<file path="src/rtl/pc_return_stack.sv">
`default_nettype none
// ============================================================================
// pc_return_stack : program counter with next-PC select and return stack
// Optional PC_STACK_TRAP_EN: JSR on a full stack traps to TRAP_VEC
// instead of overwriting the oldest entry.  Rev 1.0
// ============================================================================
module pc_return_stack #(
  parameter int              AW       = 10,
  parameter int              OW       = 8,
  parameter int              DEPTH    = 4,
  parameter logic [AW-1:0]   TRAP_VEC = '1,
  localparam int             SPW      = $clog2(DEPTH + 1)
) (
  input  logic              clk,
  input  logic              rst_n,
  input  logic              start,
  input  logic              hold,
  input  logic [2:0]        op,
  input  logic              cz,
  input  logic              csel,
  input  logic [AW-1:0]     start_address,
  input  logic [AW-1:0]     br_tgt,
  input  logic [AW-1:0]     subroutine,
  input  logic [OW-1:0]     rv,
  input  logic [AW-OW-1:0]  page,
  output logic [AW-1:0]     rp,
  output logic [AW-1:0]     npc,
  output logic [SPW-1:0]    sp,
  output logic              full,
  output logic              empty,
  output logic              err
);

  localparam logic [2:0] OP_BR  = 3'd1;
  localparam logic [2:0] OP_REL = 3'd2;
  localparam logic [2:0] OP_JSR = 3'd3;
  localparam logic [2:0] OP_RET = 3'd4;
  localparam logic [2:0] OP_LJ  = 3'd5;

  logic [AW-1:0] stack [DEPTH];
  logic [AW-1:0] w_inc;
  logic [AW-1:0] w_rel;
  logic [AW-1:0] w_top;
  logic          w_taken;
  logic          w_push;
  logic          w_pop;
  logic          w_shift;
  logic          w_err;

  assign full  = (sp == SPW'(DEPTH));
  assign empty = (sp == '0);

  assign w_inc   = rp + AW'(1);
  assign w_rel   = rp + {{(AW-OW){rv[OW-1]}}, rv};
  assign w_taken = (cz == csel);

  always_comb begin
    w_top = '0;
    for (int i = 0; i < DEPTH; i++)
      if (sp == SPW'(i + 1)) w_top = stack[i];
  end

  always_comb begin
    npc     = w_inc;
    w_push  = 1'b0;
    w_pop   = 1'b0;
    w_shift = 1'b0;
    w_err   = 1'b0;
    if (start) begin
      npc = start_address;
    end else if (hold) begin
      npc = rp;
    end else begin
      case (op)
        OP_BR:  if (w_taken) npc = br_tgt;
        OP_REL: if (w_taken) npc = w_rel;
        OP_JSR: begin
          if (!full) begin
            npc    = subroutine;
            w_push = 1'b1;
          end else begin
            w_err = 1'b1;
`ifdef PC_STACK_TRAP_EN
            npc = TRAP_VEC;
`else
            npc     = subroutine;
            w_shift = 1'b1;
`endif
          end
        end
        OP_RET: begin
          if (!empty) begin
            npc   = w_top;
            w_pop = 1'b1;
          end else begin
            w_err = 1'b1;
          end
        end
        OP_LJ:  npc = {page, rv};
        default: ;
      endcase
    end
  end

  always_ff @(posedge clk or negedge rst_n) begin
    if (!rst_n) begin
      rp  <= '0;
      sp  <= '0;
      err <= 1'b0;
      for (int i = 0; i < DEPTH; i++) stack[i] <= '0;
    end else begin
      rp  <= npc;
      err <= w_err;
      if (w_push) begin
        sp <= sp + SPW'(1);
        for (int i = 0; i < DEPTH; i++)
          if (sp == SPW'(i)) stack[i] <= w_inc;
      end
      if (w_pop) sp <= sp - SPW'(1);
      // Full-stack JSR: drop the oldest return address, newest goes on top.
      if (w_shift) begin
        for (int i = 0; i < DEPTH - 1; i++) stack[i] <= stack[i+1];
        stack[DEPTH-1] <= w_inc;
      end
    end
  end

endmodule
`default_nettype wire

</file>
<file path="config.mk">
export PLATFORM = sky130hd
export DESIGN_NAME = pc_return_stack
export DESIGN_NICKNAME = d
export VERILOG_FILES = /design/src/rtl/pc_return_stack.sv
export SDC_FILE = /design/constraint.sdc
export NUM_CORES = 1
export LEC_CHECK = 0
export ABC_AREA = 1
export CAP_MARGIN = 20
export CELL_PAD_IN_SITES_DETAIL_PLACEMENT = 0
export CELL_PAD_IN_SITES_GLOBAL_PLACEMENT = 2
export CORE_ASPECT_RATIO = 0.8
export CORE_MARGIN = 1.5
export CORE_UTILIZATION = 32
export CTS_CLUSTER_DIAMETER = 120
export CTS_CLUSTER_SIZE = 14
export DETAILED_ROUTE_END_ITERATION = 16
export GPL_TIMING_DRIVEN = 0
export PLACE_DENSITY_LB_ADDON = 0.1
export SLEW_MARGIN = 5
export SYNTH_ARGS = -nofsm -noshare
export SYNTH_HDL_FRONTEND = slang
export SYNTH_SLANG_ARGS = --single-unit
</file>
<file path="constraint.sdc">
create_clock -name clk -period 6.6 [get_ports clk]
set_clock_uncertainty 0.1 [all_clocks]
set_input_delay 1.32 -clock clk [delete_from_list [all_inputs] [get_ports clk]]
set_output_delay 1.32 -clock clk [all_outputs]
set_load 0.01 [all_outputs]
</file>
# Word level (Yosys, flattened, before mapping)
# Cells that the tools add are included.
[op_classes] n_addsub=4 eq_ne=10 n_mux=34 n_reduce_logical=11
[ops] cell="10-bit 2-to-1 mux" count=13
[ops] cell="40-bit 2-to-1 mux" count=2
[ops] cell="10-bit case mux with 5 select lines" count=1
[ops] cell="1-bit 2-to-1 mux" count=15
[ops] cell="3-bit by 2-bit == test with 1-bit output (second input constant)" count=4
[ops] cell="2-bit nonzero test" count=6
[ops] cell="10-bit by 1-bit adder with 10-bit output (second input constant)" count=1
[ops] cell="10-bit adder" count=1
[ops] cell="3-bit == test (second input constant)" count=3
[ops] cell="2-bit AND reduction" count=4
[ops] cell="3-bit by 1-bit == test with 1-bit output (second input constant)" count=2
[ops] cell="3-bit 2-to-1 mux" count=2
[ops] cell="3-bit by 1-bit adder with 3-bit output (second input constant)" count=1
[ops] cell="3-bit logical NOT" count=1
[ops] cell="3-bit by 1-bit subtractor with 3-bit output (second input constant)" count=1
[ops] cell="1-bit case mux with 2 select lines" count=1
[ops] cell="1-bit == test" count=1
[word_totals] register_bits=54 inputBits=49 out_inout_bits=26 elab_cells=66

# Depth between registers and ports, before layout
[depth] word_depth=9 depth_mapped=15 depth_no_buf=15

# Least setup slack after synthesis
# No wires, ideal clock.
[synth_path] path_kind="input-to-output" start="in rv[0]" end="out npc[6]" arrival_time_ns=2.700 t_required_ns=5.180 path_slack_ns=2.480 stages=15 n_path_buf=0 cell_sequence="ha_1 inv_1 fa_1 inv_1 nand3_1 nand2_1 nand3_1 nand2_1 nand2_1 nand2_1 nor2_1 nor2_1 nand3_1 nand2_1 nand2_1"
[synth_between] elab_chain_len=5
[synth_rtl] element="start: declaration" line="24" text="input logic [OW-1:0] rv,"
[synth_rtl] element="10-bit adder" line="54" text="assign w_rel = rp + {{(AW-OW){rv[OW-1]}}, rv};"
[synth_rtl] element="10-bit 2-to-1 mux" line="76" text="OP_REL: if (w_taken) npc = w_rel;"
[synth_rtl] element="10-bit case mux with 5 select lines" line="74" text="case (op)"
[synth_rtl] element="10-bit 2-to-1 mux" line="71" text="end else if (hold) begin"
[synth_rtl] element="10-bit 2-to-1 mux" line="69" text="if (start) begin"
[synth_rtl] element="end: declaration" line="27" text="output logic [AW-1:0] npc,"
# No other way between the ends.

# Worst setup path after layout
[layout_path] start="in rv[0]" end="out npc[8]"
# Same word-level chain as after synthesis.

==> impl_metrics.json <==
{
  "outcome": "completed",
  "slew_headroom_pct": 44.2,
  "p_leak_uw": 0.00251,
  "cp_max_fo": 4,
  "ys_seq_area_share_pct": 32.6,
  "async_flop_share_pct": 100,
  "grt_util_all_layers_pct": 22.5,
  "rsz0062_at_grt": "false",
  "vias": 4317,
  "worst_setup_path_start_kind": "input pin",
  "synth_fp_nets": 666,
  "grt_pass1_vias": 4108,
  "dp_hpwl_um": 12000,
  "cts_sinks": 54,
  "dr.first_iter.drc_count": 298,
  "core_area_sq_mm": 0.0124,
  "final.period_utilization_pct": 83.1,
  "clock_path_buffers": 2,
  "die_w_um": 130,
  "arrival_ns": 4.06,
  "worstSetupEndpointType": "output pin",
  "layout.nets": 747,
  "place.gp.congestion": 1.00,
  "cts_buffers": 5,
  "hold_viol": 0,
  "min-delay-start": "stack[3]",
  "cts-root-buf": "clkbuf_16",
  "routed_wl_um": 15000,
  "power_uw": 1550,
  "fmax_mhz": 182,
  "avgSynthCellArea_sq_um": 6.91,
  "drt_first_pass_iters": 5,
  "grt_max_degree": 55,
  "start_util_pct": 33.5,
  "maxCapViolations": 0,
  "htree_levels": 2,
  "hold_buffers": 0,
  "cts_setup_buffers": 0,
  "synth.distinct_cells": 39,
  "whs_endpoint": "stack[3]",
  "vdd_drop_max_uv": 118,
  "num_antenna_cells": 0,
  "synth_area_sq_mm": 0.00415,
  "antenna_found_initial": 0,
  "synthFlopType": "dfrtp_1",
  "ys_warn_count": 0,
  "fin_util_pct": 42.4,
  "num_rows": 36,
  "reg2reg_from": "sp[0]",
  "rr_worst_depth": 10,
  "synth_edf_count": 0,
  "dieArea_sq_mm": 0.0137,
  "io_pins": 75,
  "ant_nets": 0,
  "nFillCells": 1305,
  "ys_ff_latch": 54,
  "grt_pass1_wl_um": 23200,
  "layout_min_cycle_time_ns": 5.48,
  "clkLatencyLatePin_ns": 0.30,
  "r2r-end": "rp[7]",
  "whs_path_depth": 2,
  "hold_class": "register to register",
  "area_growth_pct": 26.7,
  "setup_viol": 0,
  "tightest_slew_ns": 0.834,
  "cp.required_ns": 5.18,
  "wl_per_cell_um": 17.5,
  "critPathKind": "input pin to output pin",
  "cts_resized": 0,
  "portBuffers": 74,
  "vias_per_cell": 5.06,
  "fin_setup_tns_ns": 0,
  "powerDensity_mw_per_mm2": 296,
  "grt-ovfl-total": 0,
  "regToRegSetupSlack_ns": 4.02,
  "final_max_slew_viol_count": 0,
  "clk_pin_slew_worst_paths_ns": 0.08,
  "drive_gt1_share_pct": 8.21,
  "postSynthCellCount": 600,
  "cts_tree": "yes",
  "route.detailed.drc": 0,
  "dieHeight_um": 105
}
placed cells by master (no fill, tap or decap), types with 5 or more instances in the layout:
cell type,count
inv_2,10
nand3_1,44
a21oi_1,46
o21ai_1,14
ha_1,16
inv_1,65
nand2_1,184
clkdlybuf4s50_1,73
nand2_2,7
nor2_2,5
nor2_1,36
o21a_1,6
clkbuf_16,5
o211ai_1,7
dfrtp_1,54
o221ai_1,7
o21ai_0,36
nand4_1,5
xor2_1,5
layout make-up:
type	count	area, sq um	share of cell area [%]
repair buffers	74	738	14.1
clock buffers	6	139	2.64
inverters	77	292	5.55
multi-input cells	457	2410	45.9
flip-flops and latches	54	1350	25.7
plain buffers	12	90.1	1.72
clock inverters	2	16.3	0.310
well taps	171	214	4.07
sequential cells by signal (all words and copies together) (netlist names):
name and flops:
err 1, stack 40, sp 3, rp 10
kinds of logic (layout without fill, tap and decap cells):
logic type               count (synthesis)  count (layout)  share of synthesized area, %
AO/OA/AOI/OAI                          138             138                          19.6
XOR/XNOR                                 9               9                          2.08
AND/OR/NAND/NOR                        293             293                          31.1
flip-flops                              54              54                          32.6
adder cells (fa/ha/maj)                 17              17                          5.31
buffers and inverters                   89             171                          9.21
critical path, stage by stage:
cell	delay [ns]
clkdlybuf4s50_1	0.49
ha_1	0.28
inv_1	0.10
fa_1	0.43
inv_1	0.08
nand3_1	0.06
nand2_1	0.18
nand2_1	0.09
a21oi_1	0.17
o21ai_0	0.10
nand2_1	0.07
nand2_1	0.07
nand2_1	0.09
clkdlybuf4s50_1	0.54
cell usage after synthesis (3+ instances only):
library cell,instances,area share (%)
nand2_1,184,17
inv_1,65,5.9
dfrtp_1,54,33
a21oi_1,46,5.6
nand3_1,44,5.3
nor2_1,36,3.3
o21ai_0,36,4.3
ha_1,16,4.8
o21ai_1,14,1.7
inv_2,10,0.91
nand2_2,7,1.1
o211ai_1,7,1.3
o221ai_1,7,1.5
o21a_1,6,1.1
nand4_1,5,0.75
nor2_2,5,0.75
xor2_1,5,1.1
a22o_1,4,0.85
a31oi_1,4,0.60
buf_6,4,1.1
nor2_4,4,1.1
a22oi_1,3,0.54
a2bb2oi_1,3,0.63
buf_2,3,0.36
buf_4,3,0.54
nor2_8,3,1.4
o21ai_2,3,0.63
xnor2_1,3,0.63
per-layer routing:
layer | share of wire [%] | GRT usage (%) | routed length [um]
met1 | 52 | 35.5 | 7800
met2 | 42 | 32.6 | 6210
met3 | 5.9 | 3.17 | 881
met4 | 0.46 | 2.94 | 69
met5 | 0 | 0 | 0
power by group:
part | internal (uW) | switching (uW)
Sequential | 456 | 84.7
Combinational | 282 | 440
Clock | 153 | 137
worst max-delay path by stage:
| stage | from | to | slack [ns] | depth (start not counted) |
|---|---|---|---|---|
| 6_report | rv[0] | npc[8] | 1.12 | 14 |
| 5_1_grt | rv[0] | npc[6] | 0.93 | 17 |
| 4_1_cts | rv[0] | npc[8] | 1.17 | 14 |
| 3_5_place_dp | rv[0] | npc[8] | 1.18 | 14 |
| 3_3_place_gp | rv[0] | npc[6] | 1.17 | 16 |
| 2_1_floorplan | rv[0] | npc[6] | 2.48 | 15 |
metrics by stage:
step	setup slack (ns)	instance area (sq um)	hold slack (ns)	std cells
after global routing	0.929	5250	0.423	853
after detailed placement	1.18	5100	0.362	845
after CTS	1.17	5250	0.381	853
after floorplan	2.48	4150	0.342	600
after global placement	1.17	5100	0.358	845
final	1.12	5250	0.382	853
No activity file was read; power rests on OpenSTA's default activity.
